[config.mk]
export PLATFORM = sky130hd
export DESIGN_NAME = sram_line_responder
export DESIGN_NICKNAME = d
export VERILOG_FILES = /design/src/rtl/sram_line_responder.sv
export SDC_FILE = /design/constraint.sdc
export NUM_CORES = 1
export LEC_CHECK = 0
export BUFFER_PORTS_ARGS = -buffer_cell sky130_fd_sc_hd__buf_2
export CAP_MARGIN = 20
export CELL_PAD_IN_SITES_DETAIL_PLACEMENT = 1
export CELL_PAD_IN_SITES_GLOBAL_PLACEMENT = 2
export CORE_MARGIN = 2
export CORE_UTILIZATION = 40
export CTS_CLUSTER_DIAMETER = 50
export DETAILED_ROUTE_END_ITERATION = 12
export GPL_ROUTABILITY_DRIVEN = 0
export PLACE_DENSITY = 0.91
export RECOVER_POWER = 100
export SKIP_CTS_REPAIR_TIMING = 1
export SLEW_MARGIN = 20
export SYNTH_ARGS = -nofsm -noshare
export SYNTH_HDL_FRONTEND = slang
export SYNTH_SLANG_ARGS = --single-unit
[constraint.sdc]
create_clock -name clk_sys_i -period 7.9 [get_ports clk_sys_i]
set_clock_uncertainty 0.1 [all_clocks]
set_input_delay 1.58 -clock clk_sys_i [delete_from_list [all_inputs] [get_ports clk_sys_i]]
set_output_delay 1.58 -clock clk_sys_i [all_outputs]
set_load 0.02 [all_outputs]
[src/rtl/sram_line_responder.sv]
// sram_line_responder: serves one cache-line read fill or write-back
// as a burst of narrow beats on a pipelined backing-memory bus.
module sram_line_responder #(
  parameter int SRAM_DATA_BIT = 256,
  parameter int SRAM_ADDR_BIT = 11,
  parameter int BEAT_BIT      = 32
) (
  input  logic clk_sys_i,
  input  logic rst_n_i,
  input  logic SRAM_ena_i,
  input  logic SRAM_wea_i,
  input  logic [SRAM_ADDR_BIT-1:0] SRAM_addr_i,
  input  logic [SRAM_DATA_BIT-1:0] SRAM_data_i,
  output logic [SRAM_DATA_BIT-1:0] SRAM_data_o,
  output logic SRAM_ack_o,
  output logic busy_o,
  output logic mem_req_o,
  output logic mem_we_o,
  output logic [SRAM_ADDR_BIT+$clog2(SRAM_DATA_BIT/BEAT_BIT)-1:0]
               mem_addr_o,
  output logic [BEAT_BIT-1:0] mem_wdata_o,
  input  logic mem_gnt_i,
  input  logic mem_rvalid_i,
  input  logic [BEAT_BIT-1:0] mem_rdata_i
);

  localparam int BEATS   = SRAM_DATA_BIT / BEAT_BIT;
  localparam int CNT_BIT = $clog2(BEATS);

  localparam logic [CNT_BIT:0] BEATS_C = (CNT_BIT+1)'(BEATS);
  localparam logic [CNT_BIT:0] LAST_C  = (CNT_BIT+1)'(BEATS - 1);
  localparam logic [CNT_BIT:0] ONE_C   = (CNT_BIT+1)'(1);

  typedef enum logic [1:0] {
    IDLE,
    RD,
    WR,
    DONE
  } state_t;

  state_t state, state_nxt;

  logic [CNT_BIT:0] issue_cnt, issue_nxt;
  logic [CNT_BIT:0] rcv_cnt, rcv_nxt;
  logic [SRAM_ADDR_BIT-1:0] line_addr, addr_nxt;
  logic [SRAM_DATA_BIT-1:0] wline, wline_nxt;
  logic [SRAM_DATA_BIT-1:0] rline, rline_nxt;
  logic [CNT_BIT-1:0] issue_idx;
  logic [CNT_BIT-1:0] rcv_idx;
  logic grant;
  logic issuing;

  assign grant     = mem_req_o & mem_gnt_i;
  assign rcv_idx   = rcv_cnt[CNT_BIT-1:0];
  assign issue_idx = issue_nxt[CNT_BIT-1:0];
  assign issuing   = issue_nxt < BEATS_C;

  assign SRAM_ack_o = (state == DONE);
  assign busy_o     = (state != IDLE);

  // State register
  always_ff @(posedge clk_sys_i or negedge rst_n_i) begin
    if (!rst_n_i) state <= IDLE;
    else          state <= state_nxt;
  end

  // Next state, counters, latched request and line assembly
  always_comb begin
    state_nxt = state;
    issue_nxt = issue_cnt;
    rcv_nxt   = rcv_cnt;
    addr_nxt  = line_addr;
    wline_nxt = wline;
    rline_nxt = rline;
    unique case (state)
      IDLE: begin
        if (SRAM_ena_i) begin
          addr_nxt  = SRAM_addr_i;
          if (SRAM_wea_i) wline_nxt = SRAM_data_i;
          state_nxt = SRAM_wea_i ? WR : RD;
          issue_nxt = '0;
          rcv_nxt   = '0;
        end
      end
      RD: begin
        if (grant) issue_nxt = issue_cnt + ONE_C;
        // a beat nobody asked for is dropped
        if (mem_rvalid_i && rcv_cnt < issue_cnt) begin
          rline_nxt[rcv_idx*BEAT_BIT +: BEAT_BIT] = mem_rdata_i;
          rcv_nxt = rcv_cnt + ONE_C;
          if (rcv_cnt == LAST_C) state_nxt = DONE;
        end
      end
      WR: begin
        if (grant) begin
          issue_nxt = issue_cnt + ONE_C;
          if (issue_cnt == LAST_C) state_nxt = DONE;
        end
      end
      DONE: begin
        state_nxt = IDLE;
      end
    endcase
  end

  // Datapath registers and registered bus outputs
  always_ff @(posedge clk_sys_i or negedge rst_n_i) begin
    if (!rst_n_i) begin
      issue_cnt   <= '0;
      rcv_cnt     <= '0;
      line_addr   <= '0;
      wline       <= '0;
      rline       <= '0;
      SRAM_data_o <= '0;
      mem_req_o   <= 1'b0;
      mem_we_o    <= 1'b0;
      mem_addr_o  <= '0;
      mem_wdata_o <= '0;
    end else begin
      issue_cnt   <= issue_nxt;
      rcv_cnt     <= rcv_nxt;
      line_addr   <= addr_nxt;
      wline       <= wline_nxt;
      rline       <= rline_nxt;
      mem_req_o   <= (state_nxt == RD || state_nxt == WR) && issuing;
      mem_we_o    <= (state_nxt == WR) && issuing;
      mem_addr_o  <= {addr_nxt, issue_idx};
      mem_wdata_o <= wline_nxt[issue_idx*BEAT_BIT +: BEAT_BIT];
      if (state == RD && state_nxt == DONE) SRAM_data_o <= rline_nxt;
    end
  end

endmodule

==> results by group, run 1 <==
Power
  – Power per Cell Area: a little over 400 nW/um^2
  – Peak VDD IR: 0.232 mV
  – Leak: 20.2 nW

Synthesis
  – Area contributors post-synth: dfrtp_1 60%, mux2_2 11%, nand2_1 6.3%
  – Area share of the largest cell type after synthesis: 0.597
  – Syn Inst Count: 2991
  – Most common cell in the synthesized netlist: dfrtp_1
  – Unique cell type count in the Yosys netlist: 56
  – Flops & latches, synth: 823
  – Async SR Flop Fraction: 1.00
  – Area of the mapped netlist: 34500 um^2
  – Synthesized area per cell: 11.5 um^2
  – Post-synth top area cell: dfrtp_1
  – List of most frequent post-synthesis cells: 823 x dfrtp_1, 583 x nand2_1, 324 x mux2_2
  – Register area share after synthesis: 0.597
  – Number of synthesized flops with an enable pin: 0
  – Net Count, Synth: between 3000 and 4000
  – Dominant synthesized flop cell: dfrtp_1
  – Number of warnings issued by yosys: 0

Critical path
  – Reg2reg setup slack: 2.09 ns
  – Worst reg-to-reg path cell count: 10
  – CP arrival: 6.60 ns
  – Worst EP required: 8.36 ns
  – RR Endpoint: SRAM_data_o[252]
  – Setup crit end: SRAM_data_o[252]
  – Worst setup EP type: register
  – FF-to-FF Start: rcv_cnt[0]
  – CP max FO: roughly 150
  – Critical path type: in -> reg
  – Critical Path Source Type: input pin
  – Worst Setup SP: mem_rvalid_i

CTS
  – H-tree Lvls: 3
  – Skew-Pair Late Insertion Delay: about 0.7 ns
  – Number of buffers created by CTS: roughly 110
  – Root Driver: clkbuf_16
  – Clock-pin slew on the worst setup and hold paths: ~0.06 ns
  – Clock buffer depth: 3
  – CTS tree: built
  – Num Clock Sinks: 823

Finish
  – Share of cells above drive strength 1: 0.210
  – Fill count: 9360
  – Nets@finish: 3858
  – Register Area: ~21000 um^2
  – Area added between synthesis and finish: 20.8%
  – Final instance area: 41700 um^2
  – Area of the multi-input gates: 12700 um^2

Route
  – Post-route DRC: 0
  – Via count: 26000
  – DRT antenna net count: 0
  – DRT Pass-1 Iters: 5
  – Avg Vias per Cell: ~5.4
  – Wirelength, routed: 122000 um
  – DR iter-0 viols: around 1700
  – WL per Instance: 25.5 um

Timing
  – Fin crit share: 0.776
  – Final WS setup: 1.77 ns
  – Unrepaired setup endpoints after global routing: no
  – WHS: 0.370 ns
  – Worst-Margin Slew: approximately 4.2 ns
  – Setup TNS: 0 ns
  – Final min period: 6.13 ns
  – Slew Limit Fails: 557
  – Fmax: 163 MHz
  – Final setup violation count: 0
  – Final hold viol count: 0
  – Max-Slew Margin vs Limit: -1.82

Die
  – Core area: 85300 um^2
  – Die X-Extent: 298 um
  – Die area: a little under 90000 um^2
  – Io pins: 611
  – Row count: 107
  – Initial Utilization: 0.405
  – DIE HEIGHT: ~300 um

Placed design
  – Dpl ws: ~2.4 ns
  – Port bufs: between 600 and 700
  – HPWL after DPL: between 80000 and 90000 um
  – DP Area: 38500 um^2

Global routing
  – Total grt overflow: 0
  – Gr usage total: 0.273
  – Global-route wire length before repair: 183000 um
  – Initial antenna violation count: 33
  – Largest net degree at the start of global routing: 162
  – Number of global-route vias before repair: 28300

Run
  – Max-Cap Viols: 13

Worst hold path
  – Worst hold path type: reg -> reg

Status
  – Outcome: complete, but fails checks
  – Failing checks: capacitance limit, slew limit
## where the power goes
part / switching [W] / internal, W / leakage [nW]
Sequential: 0.000641 / 0.00561 / 10.6
Combinational: 0.00407 / 0.00194 / 7.84
Clock: 0.00197 / 0.00295 / 1.77
Total: 0.00668 / 0.0105 / 20.2
## layout by cell type (no fill, tap or decap), types with 5 or more instances in the layout
master      instances
a21oi_1             9
a221o_1            22
a22oi_1            22
a31oi_1           152
a32oi_1            28
and2_0             43
and2_1             33
and3_1             26
buf_12              9
buf_2             300
buf_4              26
bufinv_16           6
clkbuf_1          333
clkbuf_16         106
clkbuf_8           28
clkinv_2           10
clkinv_4            6
clkinvlp_4          8
dfrtp_1           823
diode_2            19
ha_1               16
inv_1              48
inv_6               6
mux2_1            146
mux2_2            207
mux2_4             20
mux2i_1            68
nand2_1           584
nand2b_1           58
nand3_1           131
nor2_1            163
o2111ai_1          14
o211ai_1           33
o21a_1              9
o21ai_0            40
o221ai_1           34
or3_1               5
## routing by layer
layer	vias up	global-route usage	share of wire
met2	939	0.446	0.48
li1	11500	-	-
met4	8	0.145	0.057
met3	278	0.0770	0.082
met5	-	0	0.00045
met1	13300	0.328	0.38
## registers in the layout (all words and copies together), names as in the netlist
name / count
SRAM_data_o: 256
rcv_cnt: 4
line_addr: 11
wline: 256
mem_req_o: 1
mem_we_o: 1
rline: 256
issue_cnt: 4
state: 2
mem_wdata_o: 32
## how the worst min path moves through the flow
stage | startpoint | end | slack, ns | cells after the start
after floorplan | rline[31] | rline[31] | 0.33 | 2
after global placement | rline[31] | rline[31] | 0.35 | 2
after detailed placement | wline[47] | wline[47] | 0.36 | 2
after CTS | wline[47] | wline[47] | 0.37 | 2
after global routing | wline[48] | wline[48] | 0.39 | 2
final | rline[82] | rline[82] | 0.37 | 2
## cell families after synthesis
group | after synthesis | synth area share
compound gates | 383 | 0.0819
xor+xnor | 1 | 0.000254
fa+ha+maj | 16 | 0.00580
buf+inv | 263 | 0.0341
flops | 823 | 0.597
mux | 441 | 0.147
simple gates | 1064 | 0.134
## stage by stage
stage / instances / power [W] / util
floorplan: 2991 / 0.0101 / -
global placement: 4574 / 0.0123 / 0.452
detailed placement: 4574 / 0.0125 / 0.452
CTS: 4765 / 0.0175 / 0.495
global route: 4777 / 0.0180 / 0.488
finish: 4784 / 0.0172 / 0.489
## final cells by class
| class | count | share of cell area |
|---|---|---|
| flip-flops and latches | 823 | 0.494 |
| multi-input cells | 1905 | 0.305 |
| clock buffers | 148 | 0.0742 |
| repair buffers | 654 | 0.0738 |
| well taps | 1144 | 0.0343 |
| clock inverters | 43 | 0.0135 |
| inverters | 48 | 0.00432 |
| diodes | 19 | 0.00114 |
## critical path, cell delays in order
cell and delay, ns:
clkbuf_1 0.13, nand2b_1 0.14, a2111oi_4 0.96, o21ai_0 0.21
a21oi_1 0.18, o31a_1 0.19, ha_1 0.16, and2_1 1.87
buf_12 0.52, mux2_2 0.42
Power figures use the tool's default switching activity.
==> run 2, diff against run 1 <==
Settings changed: CORE_UTILIZATION 40 to 37, PLACE_DENSITY 0.91 to 0.85.
Clock period 7.9 ns to 5.77 ns, I/O delays scaled along.
==> run 2 against run 1 <==
The run still ends with capacitance limit, slew limit left; total power up 38%; combinational power up 38%; clock power up 41%; utilization down 3.7 points; design area up 0.81%; largest cell class unchanged; critical path depth up 3; via count about the same; largest power group unchanged; routed wire length up 1.0%; critical endpoint is now SRAM_data_o[83]; sequential share of layout area down 0.40 points; clock-buffer cell count down 15; critical path type is now reg -> reg; non-clock buffer count up 14.
==> results by group, run 2 (same netlist as run 1, synthesis figures left out) <==
Status
  – Outcome: complete, but fails checks
  – Failing checks: capacitance limit, slew limit

Finish
  – Most common cell after layout, fill and taps aside: dfrtp_1
  – Final cell count without fillers: 4898 (+2.4%)
  – Most frequent cells in the layout: 823 x dfrtp_1, 583 x nand2_1, 333 x clkbuf_1, 303 x buf_2, 229 x mux2_2
  – Share of cells above drive strength 1: 0.220 (+0.0105)
  – Area added between synthesis and finish: 21.7%
  – Final instance area: 42000 um^2 (+0.81%)
  – Fin util: 0.452 (-0.0365)
  – Largest regs: SRAM_data_o: 256 flops, rline: 256 flops, wline: 256 flops
  – Nets@finish: 3871 (+0.34%)
  – Fill count: 10200 (+9.4%)

Timing
  – Final min period: 4.44 ns
  – Fin crit share: 0.769
  – Worst-Margin Slew: 3.08 ns (-1.16 ns)
  – Slew Limit Fails: 247 (-56%)
  – Max-Slew Margin vs Limit: -1.05 (+0.770)
  – Fmax: 225 MHz
  – Setup TNS: 0 ns (unchanged)
  – Unrepaired setup endpoints after global routing: no
  – WHS: 0.368 ns (-0.00171 ns)
  – Final setup violation count: 0 (unchanged)
  – Final hold viol count: 0 (unchanged)

Critical path
  – Critical Path Source Type: register
  – RR Endpoint: SRAM_data_o[83]
  – CP max stage delay: 0.73 ns (-1.14 ns)
  – Worst EP required: 6.26 ns (-2.10 ns)
  – Setup crit end: SRAM_data_o[83]
  – Worst setup EP type: register
  – Worst Setup SP: issue_cnt[1]
  – Reg2reg setup slack: 1.33 ns (-0.76 ns)
  – CP arrival: 4.93 ns (-1.67 ns)
  – FF-to-FF Start: issue_cnt[1]
  – Critical path type: reg -> reg
  – CP Cell Sequence: inv_1, ha_1, a2111oi_0, clkbuf_1, o21ai_0, a21oi_1, o31a_1, ha_1, and2_4, buf_12, clkbuf_1, nor2_1, a31oi_1
  – Worst reg-to-reg path cell count: 13 (+3)
  – CP max FO: 82 (-46%)
  – Slowest-stage cell, CP: clkbuf_1

Global routing
  – Gr usage total: 0.256 (-0.0174)
  – Number of global-route vias before repair: 28100 (-0.66%)
  – Initial antenna violation count: 19 (-42%)
  – Largest net degree at the start of global routing: 122 (-25%)
  – Global-route wire length before repair: 183000 um (-0.26%)
  – Total grt overflow: 0 (unchanged)

Route
  – DRT Pass-1 Iters: 5 (unchanged)
  – WL per Instance: 25.1 um (-1.3%)
  – Via count: 26000 (+0.073%)
  – DR iter-0 viols: 1631 (-6.0%)
  – Avg Vias per Cell: 5.31 (-2.3%)
  – Wirelength, routed: 123000 um (+1.0%)
  – Post-route DRC: 0 (unchanged)
  – DRT antenna net count: 0 (unchanged)

Power
  – Leak: 20.3 nW (+0.42%)
  – Peak VDD IR: 0.492 mV (+110%)
  – Power per Cell Area: 565 nW/um^2 (+37%)

CTS
  – Num Clock Sinks: 823 (unchanged)
  – CTS tree: built
  – Clock-pin slew on the worst setup and hold paths: 0.06 ns (about the same)
  – Number of buffers created by CTS: 104 (-0.95%)
  – Skew-Pair Late Insertion Delay: 0.68 ns (about the same)
  – Root Driver: clkbuf_16
  – Clock buffer depth: 3 (unchanged)
  – H-tree Lvls: 3 (unchanged)

Die
  – Die X-Extent: 309 um (+3.9%)
  – Initial Utilization: 0.371 (-0.0332)
  – Io pins: 611 (unchanged)
  – Core area: 92900 um^2 (+8.9%)
  – DIE HEIGHT: 309 um (+3.9%)
  – Row count: 112 (+4.7%)
  – Die area: 95700 um^2 (+8.0%)

Placed design
  – DP Area: 38900 um^2 (+0.84%)
  – HPWL after DPL: 84400 um (+1.1%)
  – Port bufs: 610 (unchanged)
  – Placed instance count: 4698 (+2.7%)

Worst hold path
  – Worst hold path type: reg -> reg
  – Hold Path Origin: rline[106]

Run
  – Max-Cap Viols: 4 (-9)
-- run 2: changes by cell type in the layout (fill, tap and decap cells not counted), sizes merged --
cell,delta
inv,+3
diode,-14
clkinvlp,+5
bufinv,+8
clkinv,+3
buf,+13
clkbuf,-14
-- run 2: worst max-delay path: cells and delay by family, from the launching register on --
family / cells / cell delay (ns)
AOI/OAI and AO/OA: 5 / 1.11
adders and majority gates: 2 / 0.47
buffers and inverters: 4 / 1.58
DFF: 1 / 0.48
and+or+nand+nor: 2 / 0.54
-- run 2: how the worst min path moves through the flow --
stage / endpoint / cells past startpoint / slack [ns]
floorplan: rline[31] / 2 / 0.33
global route: wline[174] / 2 / 0.39
CTS: rline[31] / 2 / 0.37
detailed placement: rline[31] / 2 / 0.36
global placement: rline[31] / 2 / 0.35
finish: rline[106] / 2 / 0.37
-- run 2: area by class of cell --
type	instances	area (um^2)	area share
antenna	5	12.5	0.000298
clock buffer	133	2850	0.0679
clock inverter	62	873	0.0208
inverter	48	180	0.00429
multi-input combinational	1905	12700	0.302
sequential	823	20600	0.490
tap	1254	1570	0.0373
timing repair buffer	668	3250	0.0773
-- run 2: per-stage QoR --
stage | power [W] | worst slack, ns
5_1_grt | 0.0249 | 0.904
2_1_floorplan | 0.0138 | 2.06
3_5_place_dp | 0.0172 | 1.52
4_1_cts | 0.0243 | 1.74
3_3_place_gp | 0.0169 | 1.54
6_report | 0.0237 | 1.33
-- run 2: metal layers --
metal / GRT usage / part of all wire / vias to the layer above
met3: 0.0704 / 0.078 / 235
met2: 0.433 / 0.49 / 856
met4: 0.108 / 0.045 / 8
met5: 0 / 0.00049 / -
met1: 0.306 / 0.39 / 13400
li1: - / - / 11500
-- run 2: power breakdown --
| group | switching, W | leakage [nW] | internal, W | total [W] |
|---|---|---|---|---|
| Clock | 0.00275 | 1.78 | 0.00418 | 0.00693 |
| Combinational | 0.00559 | 7.92 | 0.00269 | 0.00828 |
| Sequential | 0.000832 | 10.6 | 0.00768 | 0.00851 |
| Total | 0.00916 | 20.3 | 0.0146 | 0.0237 |
==> run 3, diff against run 2 <==
Settings changed: CORE_UTILIZATION 37 to 33, PLACE_DENSITY 0.85 to 0.81.
Clock period 5.77 ns to 3.6 ns, I/O delays scaled along.
==> run 3 against run 2 <==
The flow still finishes with violations (capacitance limit, slew limit); critical path depth fell by 4; maximum frequency increased by 33%; non-clock buffer count up 58; via count about the same; sequential power rose by 61%; final cell count rose by 4.1%; largest cell class unchanged; total power up 60%; utilization down 4.2 points.
==> results by group, run 3 (same netlist as run 1, synthesis figures left out) <==
Timing
  – Setup TNS: 0 ns (unchanged)
  – Fmax: 300 MHz (+33%)
  – Unrepaired setup endpoints after global routing: no
  – Max-Slew Margin vs Limit: -0.719 (+0.332)
  – Slew Limit Fails: 63 (-74%)
  – Worst-Margin Slew: 2.58 ns (-0.498 ns)
  – Final min period: 3.34 ns (-1.10 ns)
  – Final hold viol count: 0 (unchanged)
  – Fin crit share: 0.927 (+0.158)
  – Final setup violation count: 0 (unchanged)

Global routing
  – Total grt overflow: 0 (unchanged)
  – Number of global-route vias before repair: 27600 (-1.8%)
  – Largest net degree at the start of global routing: 73 (-40%)
  – Global-route wire length before repair: 184000 um (+0.81%)
  – Initial antenna violation count: 30 (+11)
  – Gr usage total: 0.228 (-0.0276)

Critical path
  – CP arrival: 3.83 ns (-1.10 ns)
  – CP max FO: 9 (-89%)
  – Reg2reg setup slack: 0.26 ns (-1.07 ns)
  – FF-to-FF Start: state[1]
  – Critical path type: reg -> reg
  – Worst setup EP type: register
  – Worst EP required: 4.09 ns (-2.17 ns)
  – Critical Path Source Type: register
  – Worst reg-to-reg path cell count: 9 (-4)
  – RR Endpoint: mem_wdata_o[23]

Worst hold path
  – Hold Path Origin: SRAM_data_i[6]
  – Min-Delay Path Depth: 3 (+1)
  – Worst hold path type: in -> reg
  – Hold endpoint: wline[6]

Power
  – Clock Power Share: 0.280 (-0.012)
  – Pint: 0.0234 W (+61%)
  – Switching Power: 0.0146 W (+59%)
  – Switching share of power: 0.383 (-0.00314)
  – Leak: 20.6 nW (+1.3%)
  – Peak VDD IR: 0.431 mV (-12%)
  – Gate power share: 0.359 (+0.010)
  – Power per Cell Area: 892 nW/um^2 (+58%)
  – Sequential power share: 0.361 (+0.002)

CTS
  – CTS tree: built
  – Num Clock Sinks: 823 (unchanged)
  – Clock buffer depth: 3 (unchanged)
  – Root Driver: clkbuf_16
  – Clock-pin slew on the worst setup and hold paths: 0.06 ns (about the same)
  – Number of buffers created by CTS: 103 (-0.96%)
  – H-tree Lvls: 3 (unchanged)
  – Skew-Pair Late Insertion Delay: 0.68 ns (about the same)

Finish
  – Largest regs: SRAM_data_o: 256 flops, rline: 256 flops, wline: 256 flops
  – Fill count: 11500 (+13%)
  – Nets@finish: 3928 (+1.5%)
  – Final cell count without fillers: 5098 (+4.1%)
  – Share of cells above drive strength 1: 0.230 (+0.0102)
  – Most common cell after layout, fill and taps aside: dfrtp_1
  – Area added between synthesis and finish: 23.3%
  – Most frequent cells in the layout: 823 x dfrtp_1, 583 x nand2_1, 335 x clkbuf_1, 303 x buf_2, 242 x mux2_2

Die
  – Row count: 118 (+5.4%)
  – Die X-Extent: 327 um (+5.8%)
  – Io pins: 611 (unchanged)
  – Core area: 104000 um^2 (+12%)
  – Die area: 107000 um^2 (+12%)
  – DIE HEIGHT: 327 um (+5.8%)
  – Initial Utilization: 0.333 (-0.0385)

Status
  – Failing checks: capacitance limit, slew limit
  – Outcome: complete, but fails checks

Run
  – Max-Cap Viols: 1 (-3)

Route
  – Post-route DRC: 0 (unchanged)
  – WL per Instance: 24.3 um (-3.1%)
  – Avg Vias per Cell: 5.10 (-3.9%)
  – Via count: 26000 (-0.027%)
  – DR iter-0 viols: 1508 (-7.5%)
  – Wirelength, routed: 124000 um (+0.82%)
  – DRT antenna net count: 0 (unchanged)
  – DRT Pass-1 Iters: 5 (unchanged)

Placed design
  – Placed instance count: 4881 (+3.9%)
  – Port bufs: 610 (unchanged)
  – HPWL after DPL: 88000 um (+4.3%)
## run 3: cell count changes in the layout (fill, tap and decap cells not counted), sizes merged
| cell | change |
|---|---|
| buf | +40 |
| bufinv | -5 |
| clkbuf | +27 |
| clkinv | -2 |
| clkinvlp | -9 |
| diode | +22 |
| dlygate4sd3 | +1 |
## run 3: how the worst max path moves through the flow
stage	start	end	slack [ns]	cells past startpoint
floorplan	mem_rvalid_i	SRAM_data_o[170]	0.32	11
global placement	mem_rvalid_i	SRAM_data_o[178]	0.36	12
detailed placement	mem_rvalid_i	SRAM_data_o[38]	0.23	12
CTS	issue_cnt[3]	SRAM_data_o[180]	0.22	13
global route	issue_cnt[3]	SRAM_data_o[76]	0.03	13
finish	state[1]	mem_wdata_o[23]	0.26	9
## run 3: metrics by stage
stage	util	worst slack [ns]	total power (W)	hold WS, ns	area, um^2
final	0.411	0.263	0.0380	0.159	42600
after global routing	0.410	0.0290	0.0400	0.134	42500
after global placement	0.383	0.355	0.0277	0.348	39700
after CTS	0.417	0.215	0.0389	-0.0118	43200
after floorplan	-	0.324	0.0221	0.324	34500
after detailed placement	0.383	0.227	0.0281	0.359	39700
## run 3: critical path, stage by stage (launching register included)
cell and delay, ns:
dfrtp_1 0.40, inv_1 0.17, ha_1 0.30, a21boi_0 0.14
buf_4 0.17, o31a_1 0.35, nor2_1 0.60, inv_1 0.36
or3_1 0.55, o221ai_1 0.11
## run 3: layer usage
layer | part of all wire | routed length [um] | track usage | vias to the layer above
li1 | - | - | - | 11600
met2 | 0.49 | 60900 | 0.381 | 743
met3 | 0.070 | 8660 | 0.0618 | 185
met4 | 0.028 | 3460 | 0.0749 | 12
met5 | 0.00067 | 83 | 0 | -
met1 | 0.41 | 51000 | 0.286 | 13400
## run 3: final cells by class
| type | instances | area (um^2) | share of cell area |
|---|---|---|---|
| repair buffers | 726 | 3810 | 0.0894 |
| clock inverters | 46 | 538 | 0.0126 |
| well taps | 1380 | 1730 | 0.0406 |
| clock buffers | 143 | 2990 | 0.0703 |
| flip-flops and latches | 823 | 20600 | 0.484 |
| inverters | 48 | 180 | 0.00423 |
| multi-input cells | 1905 | 12700 | 0.297 |
| diodes | 27 | 67.6 | 0.00159 |
## run 3: power groups by stage
stage / logic [W] / clock network (W) / registers, W
floorplan: 0.00721 / 0 / 0.0149
global placement: 0.0140 / 0 / 0.0137
detailed placement: 0.0142 / 0 / 0.0138
CTS: 0.0144 / 0.0109 / 0.0137
global route: 0.0148 / 0.0112 / 0.0140
finish: 0.0136 / 0.0106 / 0.0137
